===== config.mk =====
export PLATFORM = sky130hd
export DESIGN_NAME = i2c_addr_matcher_flat
export DESIGN_NICKNAME = d
export VERILOG_FILES = /design/src/rtl/i2c_addr_matcher_if.sv /design/src/rtl/i2c_addr_matcher.sv /design/src/flat_wrapper.sv
export SDC_FILE = /design/constraint.sdc
export NUM_CORES = 1
export LEC_CHECK = 0
export ABC_AREA = 1
export CAP_MARGIN = 20
export CORE_MARGIN = 2
export CORE_UTILIZATION = 47
export CTS_BUF_LIST = sky130_fd_sc_hd__clkbuf_2 sky130_fd_sc_hd__clkbuf_4 sky130_fd_sc_hd__clkbuf_8
export DETAILED_ROUTE_END_ITERATION = 7
export PLACE_DENSITY = 0.78
export SYNTH_ARGS = -nofsm -noshare
export SYNTH_HDL_FRONTEND = slang
export SYNTH_SLANG_ARGS = --single-unit
export TNS_END_PERCENT = 30

===== constraint.sdc =====
create_clock -name clk -period 1.6 [get_ports clk]
set_input_delay 0.24 -clock clk [delete_from_list [all_inputs] [get_ports clk]]
set_output_delay 0.24 -clock clk [all_outputs]
set_load 0.02 [all_outputs]

===== src/rtl/i2c_addr_matcher_if.sv =====
// Bus bundle between the I2C address-phase engine and its environment.
// The raw pins and slot configuration go in; the match/ACK status comes out.
interface i2c_addr_matcher_if #(
    parameter int unsigned NUM_ADDR = 2
);
    logic                    scl;
    logic                    sda;
    logic                    enable;
    logic [NUM_ADDR*10-1:0]  own_addr;
    logic [NUM_ADDR*10-1:0]  addr_mask;
    logic [NUM_ADDR-1:0]     ten_bit;
    logic                    address_match;
    logic [2:0]              match_id;
    logic                    read_bit;
    logic                    write_bit;
    logic                    general_call;
    logic                    ack_drive;
    logic                    start_det;
    logic                    stop_det;
    logic                    busy;

    modport slave (
        input  scl, sda, enable, own_addr, addr_mask, ten_bit,
        output address_match, match_id, read_bit, write_bit, general_call,
               ack_drive, start_det, stop_det, busy
    );

    modport master (
        output scl, sda, enable, own_addr, addr_mask, ten_bit,
        input  address_match, match_id, read_bit, write_bit, general_call,
               ack_drive, start_det, stop_det, busy
    );
endinterface


===== src/rtl/i2c_addr_matcher.sv =====
// I2C subordinate address-phase engine: oversampled START/STOP detection,
// multi-slot 7/10-bit address matching with masks, general call and address ACK.
module i2c_addr_matcher #(
    parameter int unsigned NUM_ADDR    = 2,
    parameter int unsigned SYNC_STAGES = 2,
    parameter bit          GEN_CALL_EN = 1'b1
) (
    input  logic              clk,
    input  logic              rst,
    i2c_addr_matcher_if.slave bus
);
    localparam int unsigned AW = 10;
    localparam int unsigned BW = 8;
    localparam int unsigned CW = 4;
    localparam int unsigned IW = 3;
    localparam logic [CW-1:0] BIT_LAST = CW'(8);

    typedef enum logic [2:0] {IDLE, BYTE1, ACK1, BYTE2, ACK2, MATCHED, IGNORE} state_t;

    state_t                 state_q, state_d;
    logic [SYNC_STAGES-1:0] scl_sync, sda_sync;
    logic                   scl_q, sda_q;
    logic [CW-1:0]          cnt_q, cnt_d;
    logic [BW-1:0]          shreg_q, shreg_d;
    logic [1:0]             a98_q, a98_d;
    logic                   ctx_valid_q, ctx_valid_d;
    logic [IW-1:0]          ctx_id_q, ctx_id_d;
    logic                   am_q, am_d, rd_q, rd_d, wr_q, wr_d, gc_q, gc_d;
    logic                   ack_q, ack_d, start_q, start_d, stop_q, stop_d, busy_q, busy_d;
    logic [IW-1:0]          id_q, id_d;

    logic scl_s, sda_s, scl_rise, scl_fall, start_c, stop_c;
    logic hdr, gc_hit, m7_any, h10_any, f10_any, ctx_hit;
    logic [IW-1:0] m7_id, f10_id;
    logic [AW-1:0] own, msk;

    // Input synchronisers plus one edge-detect stage; idle bus level is high
    always_ff @(posedge clk or negedge rst) begin
        if (!rst) begin
            scl_sync <= '1;
            sda_sync <= '1;
            scl_q    <= 1'b1;
            sda_q    <= 1'b1;
        end else begin
            scl_sync <= {scl_sync[SYNC_STAGES-2:0], bus.scl};
            sda_sync <= {sda_sync[SYNC_STAGES-2:0], bus.sda};
            scl_q    <= scl_sync[SYNC_STAGES-1];
            sda_q    <= sda_sync[SYNC_STAGES-1];
        end
    end

    assign scl_s    = scl_sync[SYNC_STAGES-1];
    assign sda_s    = sda_sync[SYNC_STAGES-1];
    assign scl_rise = scl_s & ~scl_q;
    assign scl_fall = ~scl_s & scl_q;
    assign start_c  = sda_q & ~sda_s & scl_s & scl_q;
    assign stop_c   = ~sda_q & sda_s & scl_s & scl_q;
    assign hdr      = (shreg_q[7:3] == 5'b11110);
    assign gc_hit   = GEN_CALL_EN && (shreg_q == 8'h00);

    // Per-slot comparisons; ascending scan with found flags so the lowest index wins
    always_comb begin
        m7_any  = 1'b0;
        m7_id   = '0;
        h10_any = 1'b0;
        f10_any = 1'b0;
        f10_id  = '0;
        ctx_hit = 1'b0;
        own     = '0;
        msk     = '0;
        for (int unsigned i = 0; i < NUM_ADDR; i++) begin
            own = bus.own_addr[AW*i +: AW];
            msk = bus.addr_mask[AW*i +: AW];
            if (!bus.ten_bit[i]) begin
                if (!m7_any && (((shreg_q[7:1] ^ own[6:0]) & ~msk[6:0]) == 7'd0)) begin
                    m7_any = 1'b1;
                    m7_id  = IW'(i);
                end
            end else begin
                if (((shreg_q[2:1] ^ own[9:8]) & ~msk[9:8]) == 2'd0) begin
                    h10_any = 1'b1;
                    if (ctx_valid_q && (ctx_id_q == IW'(i))) ctx_hit = 1'b1;
                end
                if (!f10_any && ((({a98_q, shreg_q} ^ own) & ~msk) == 10'd0)) begin
                    f10_any = 1'b1;
                    f10_id  = IW'(i);
                end
            end
        end
    end

    always_ff @(posedge clk or negedge rst) begin
        if (!rst) begin
            state_q     <= IDLE;
            cnt_q       <= '0;
            shreg_q     <= '0;
            a98_q       <= '0;
            ctx_valid_q <= 1'b0;
            ctx_id_q    <= '0;
            am_q        <= 1'b0;
            id_q        <= '0;
            rd_q        <= 1'b0;
            wr_q        <= 1'b0;
            gc_q        <= 1'b0;
            ack_q       <= 1'b0;
            start_q     <= 1'b0;
            stop_q      <= 1'b0;
            busy_q      <= 1'b0;
        end else begin
            state_q     <= state_d;
            cnt_q       <= cnt_d;
            shreg_q     <= shreg_d;
            a98_q       <= a98_d;
            ctx_valid_q <= ctx_valid_d;
            ctx_id_q    <= ctx_id_d;
            am_q        <= am_d;
            id_q        <= id_d;
            rd_q        <= rd_d;
            wr_q        <= wr_d;
            gc_q        <= gc_d;
            ack_q       <= ack_d;
            start_q     <= start_d;
            stop_q      <= stop_d;
            busy_q      <= busy_d;
        end
    end

    always_comb begin
        state_d     = state_q;
        cnt_d       = cnt_q;
        shreg_d     = shreg_q;
        a98_d       = a98_q;
        ctx_valid_d = ctx_valid_q;
        ctx_id_d    = ctx_id_q;
        am_d        = am_q;
        id_d        = id_q;
        rd_d        = rd_q;
        wr_d        = wr_q;
        gc_d        = gc_q;
        ack_d       = ack_q;
        start_d     = 1'b0;
        stop_d      = 1'b0;
        busy_d      = busy_q;
        if (start_c || stop_c) begin
            // Bus conditions abort whatever is in progress; only STOP drops 10-bit context
            state_d = start_c ? (bus.enable ? BYTE1 : IGNORE) : IDLE;
            cnt_d   = '0;
            am_d    = 1'b0;
            id_d    = '0;
            rd_d    = 1'b0;
            wr_d    = 1'b0;
            gc_d    = 1'b0;
            ack_d   = 1'b0;
            start_d = start_c;
            stop_d  = stop_c;
            busy_d  = start_c;
            if (stop_c) ctx_valid_d = 1'b0;
        end else begin
            case (state_q)
                BYTE1, BYTE2: begin
                    if (scl_rise && (cnt_q < BIT_LAST)) begin
                        shreg_d = {shreg_q[BW-2:0], sda_s};
                        cnt_d   = cnt_q + CW'(1);
                    end else if (scl_fall && (cnt_q == BIT_LAST)) begin
                        cnt_d   = '0;
                        state_d = IGNORE;
                        if (state_q == BYTE1) begin
                            a98_d = shreg_q[2:1];
                            if (gc_hit) begin
                                state_d = ACK1;
                                ack_d   = 1'b1;
                                am_d    = 1'b1;
                                wr_d    = 1'b1;
                                gc_d    = 1'b1;
                            end else if (m7_any) begin
                                state_d = ACK1;
                                ack_d   = 1'b1;
                                am_d    = 1'b1;
                                id_d    = m7_id;
                                rd_d    = shreg_q[0];
                                wr_d    = ~shreg_q[0];
                            end else if (hdr && !shreg_q[0] && h10_any) begin
                                state_d = ACK1;
                                ack_d   = 1'b1;
                            end else if (hdr && shreg_q[0] && ctx_hit) begin
                                state_d = ACK1;
                                ack_d   = 1'b1;
                                am_d    = 1'b1;
                                id_d    = ctx_id_q;
                                rd_d    = 1'b1;
                            end
                        end else if (f10_any) begin
                            state_d     = ACK2;
                            ack_d       = 1'b1;
                            am_d        = 1'b1;
                            id_d        = f10_id;
                            wr_d        = 1'b1;
                            ctx_valid_d = 1'b1;
                            ctx_id_d    = f10_id;
                        end
                    end
                end
                ACK1, ACK2: begin
                    // cnt marks that the 9th SCL high phase has been seen
                    if (scl_rise) begin
                        cnt_d = CW'(1);
                    end else if (scl_fall && (cnt_q != '0)) begin
                        cnt_d   = '0;
                        ack_d   = 1'b0;
                        state_d = ((state_q == ACK1) && !am_q) ? BYTE2 : MATCHED;
                    end
                end
                default: ;
            endcase
        end
    end

    assign bus.address_match = am_q;
    assign bus.match_id      = id_q;
    assign bus.read_bit      = rd_q;
    assign bus.write_bit     = wr_q;
    assign bus.general_call  = gc_q;
    assign bus.ack_drive     = ack_q;
    assign bus.start_det     = start_q;
    assign bus.stop_det      = stop_q;
    assign bus.busy          = busy_q;
endmodule


===== src/flat_wrapper.sv =====
// flat-port wrapper written by rule: the top's interface ports become plain ports
module i2c_addr_matcher_flat 
#(
    parameter int unsigned NUM_ADDR    = 2,
    parameter int unsigned SYNC_STAGES = 2,
    parameter bit          GEN_CALL_EN = 1'b1
)
  (clk, rst, bus_scl, bus_sda, bus_enable, bus_own_addr, bus_addr_mask, bus_ten_bit, bus_address_match, bus_match_id, bus_read_bit, bus_write_bit, bus_general_call, bus_ack_drive, bus_start_det, bus_stop_det, bus_busy);
  i2c_addr_matcher_if #(.NUM_ADDR(NUM_ADDR)) bus_i ();
  input  logic clk;
  input  logic rst;
  input wire logic [$bits(bus_i.scl)-1:0] bus_scl;
  input wire logic [$bits(bus_i.sda)-1:0] bus_sda;
  input wire logic [$bits(bus_i.enable)-1:0] bus_enable;
  input wire logic [$bits(bus_i.own_addr)-1:0] bus_own_addr;
  input wire logic [$bits(bus_i.addr_mask)-1:0] bus_addr_mask;
  input wire logic [$bits(bus_i.ten_bit)-1:0] bus_ten_bit;
  output wire logic [$bits(bus_i.address_match)-1:0] bus_address_match;
  output wire logic [$bits(bus_i.match_id)-1:0] bus_match_id;
  output wire logic [$bits(bus_i.read_bit)-1:0] bus_read_bit;
  output wire logic [$bits(bus_i.write_bit)-1:0] bus_write_bit;
  output wire logic [$bits(bus_i.general_call)-1:0] bus_general_call;
  output wire logic [$bits(bus_i.ack_drive)-1:0] bus_ack_drive;
  output wire logic [$bits(bus_i.start_det)-1:0] bus_start_det;
  output wire logic [$bits(bus_i.stop_det)-1:0] bus_stop_det;
  output wire logic [$bits(bus_i.busy)-1:0] bus_busy;
  assign bus_i.scl = bus_scl;
  assign bus_i.sda = bus_sda;
  assign bus_i.enable = bus_enable;
  assign bus_i.own_addr = bus_own_addr;
  assign bus_i.addr_mask = bus_addr_mask;
  assign bus_i.ten_bit = bus_ten_bit;
  assign bus_address_match = bus_i.address_match;
  assign bus_match_id = bus_i.match_id;
  assign bus_read_bit = bus_i.read_bit;
  assign bus_write_bit = bus_i.write_bit;
  assign bus_general_call = bus_i.general_call;
  assign bus_ack_drive = bus_i.ack_drive;
  assign bus_start_det = bus_i.start_det;
  assign bus_stop_det = bus_i.stop_det;
  assign bus_busy = bus_i.busy;
  i2c_addr_matcher #(.NUM_ADDR(NUM_ADDR), .SYNC_STAGES(SYNC_STAGES), .GEN_CALL_EN(GEN_CALL_EN)) u_core (.clk(clk), .rst(rst), .bus(bus_i));
endmodule

==> results.md <==
* Mux cell area share after synthesis at 0%
* Routability cong. at just over 0.9
* Commonest non-fill, non-tap cell in the layout: nand2_1
* Die Span X at slightly below 80 um
* Routed len/inst at 12.4 um
* Worst setup margin at -0.191 ns
* Netlist cell types at 31
* Area Growth Syn to Fin at 48.5%
* Worst Path Class, Setup: flop to flop
* Tot GR Track Use at 24.9%
* Routed WL at 7.42 mm
* Worst Path Required at 1.78 ns
* Complex-gate fraction of the synthesized area at 8.33%
* Synth Register Bits at 34
* Standard-cell rows at 26
* WHS at 0.316 ns
* Synth warn at 0
* Initial antenna violation count at 0
* Setup violators final at 11
* Router iterations before antenna repair at 5
* Power per cell area at between 1000 and 1500 nW/um^2
* Worst-path clk slew at 0.07 ns
* Ys flop type: dfrtp_1
* DIE HEIGHT at 77.7 um
* Post-Synth Simple-Gate Area at approximately 44%
* Antenna-violating nets left at 0
* Seq/Total Area, Yosys at 33.6%
* Total leakage power at 2.01 nW
* Post-synth ARST share at 100%
* Starting Density at 49.4%
* TritonCTS Sinks at 34
* First-pass GRT wire length at 12.0 mm
* VDD IR max at 0.719 mV
* Cells after Synth at 421
* CTS tree: yes
* CP top delay family: flip-flops
* H-tree depth at 2
* Routed vias/inst at 5.03
* Pins over their slew limit at 0
* Layout Skew at roughly 0.0049 ns
* Final hold violations at 0
* Crit-path slowest cell: dfstp_2
* HPWL Detailed at 5.43 mm
* Core ar. at 5170 sq um
* Buf+Inv Stages, Crit Path at 2
* Tmin final at 1.79 ns
* Main combinational cell family by area after synthesis: simple AND/OR/NAND/NOR gates
* Pin count of the biggest net entering global routing at 35
* Cell Chain, Critical Path: inv_1 -> nand2_4 -> buf_6 -> a31oi_4 -> nor2_1 -> nand2_1 -> o21ai_1 -> nor2_4 -> or2_0 -> a21boi_1
* CTS Buffer Depth at 2
* Buffers on Ports at 55
* Routed vias at 2996
* Post-route DRC at 0
* RSZ-0062 raised after global routing: yes
* # diodes at 0
* Startpoint type of the worst setup path: flop
* Die ar. at 6040 sq um
* XOR/XNOR Fraction of Synth Area at 0.343%
* Share of cells above drive strength 1 at 21.5%
* Post-synthesis cell area at about 2600 sq um
* Vias in the first global route at 2796
* TritonCTS buffer count at 5
* Crit path max fanout at 4
* Critical Path AT at 1.97 ns
* Failing checks: setup timing
* Synth Area in Adders at 0.979%
* Final Power at 4.07 mW
* Most frequent cells in the layout: nand2_1, inv_1, clkdlybuf4s50_1, buf_4, nand3_1
* Crit path capture type: flop
* Fin crit share at 112%
* 1st-iter DRT viols at 225
* Num ports at 58
* Nets at 574
* Outcome: finished, violations left
* Avg Synthesized Cell Area at 6.07 sq um
* Min-Delay Path Class: input pin to asynchronous set/reset pin
* Worst path max stage delay at 0.59 ns
* Global route total overflow at 0
* CTS Hold Bufs at 0
* Root Buffer: clkbuf_8
* Clock latency on the worst-skew pair at about 0.29 ns
* Number of enable flip-flop cells after synthesis at 0
* Highest clock rate at about 560 MHz
* # Max-Cap Violations at 0
## worst paths after layout
path                                                   start                       endpoint  slack [ns]  cells past startpoint
worst min register to register  u_core.scl_sync[0]$_DFF_PN1_   u_core.scl_sync[1]$_DFF_PN1_        0.36                      0
worst max register to register  u_core.scl_sync[1]$_DFF_PN1_  u_core.state_q[1]$_DFFE_PN0P_       -0.19                     10
max in group asynchronous                                rst         u_core.sda_q$_DFF_PN1_        1.03                      2
min in group clk                                     bus_sda   u_core.sda_sync[0]$_DFF_PN1_        0.35                      1
worst min-delay path                                     rst  u_core.state_q[0]$_DFFE_PN0P_        0.32                      2
worst max-delay path            u_core.scl_sync[1]$_DFF_PN1_  u_core.state_q[1]$_DFFE_PN0P_       -0.19                     10
## cells in the mapped netlist (3+ instances only)
cell type    n  area share [%]
a21oi_1      7             1.4
o21ai_0     25             4.9
inv_2        6            0.88
o21ai_1      3            0.59
dfstp_2      6             6.2
buf_2        4            0.78
inv_1       70              10
nor3_1       4            0.78
dfrtp_1     28              27
nand2_1    154              23
nand3_1     46             9.0
nand4_1      5             1.2
nor2_1      38             5.6
nor2_4       4             1.8
## what timing repair did
item / CTS / global route
gates resized for setup: 11 / 35
endpoints found under the hold margin: 0 / 0
pin swaps: 1 / 7
buffers inserted: 2 / 8
setup endpoints to repair: 16 / 22
## layer usage
metal  vias up  share of wire (%)  global-route usage (%)
met2       110                 49                    41.5
met4         0                1.7                    8.93
met1      1368                 43                    32.4
met3        13                6.6                    4.30
met5         -                  0                       0
li1       1505                  -                       -
## per-stage QoR
stage                     util, %  worst slack [ns]  cell area (sq um)  setup TNS, ns  std cells
after floorplan                 -           -0.0306               2560        -0.0306        422
after global placement       66.8            -0.317               3460          -2.12        578
after detailed placement     66.8            -0.323               3460          -2.33        578
after CTS                    70.3            -0.102               3640         -0.694        588
after global routing         73.3            -0.288               3790          -3.15        596
final                        73.3            -0.191               3790          -1.20        596
## layout make-up
class / instances / area [sq um]
fill: 413 / 1380
clock buffer: 5 / 68.8
clock inverter: 3 / 68.8
inverter: 77 / 295
tap: 70 / 87.6
sequential: 34 / 860
multi-input combinational: 304 / 1490
timing repair buffer: 103 / 928
## power by group
part | switching [mW] | leakage [nW] | internal [mW]
logic | 1.07 | 1.51 | 0.896
clock network | 0.335 | 0.0683 | 0.624
registers | 0.134 | 0.428 | 1.01
## cells by family (layout without fill, tap and decap cells)
group / count (synthesis) / in the layout
DFF: 34 / 34
and+or+nand+nor: 259 / 259
xor gates and xnor gates: 1 / 1
adders and majority gates: 2 / 2
AOI/OAI and AO/OA: 40 / 40
other: 1 / 2
buffers and inverters: 84 / 188
## flip-flops by register name, indices dropped and copies added (netlist names), 2 cells and up
name and cells:
u_core.sda_sync 2, u_core.state_q 3, u_core.cnt_q 4, u_core.shreg_q 8, u_core.scl_sync 2, u_core.a98_q 2
No activity file was read; power rests on OpenSTA's default activity.
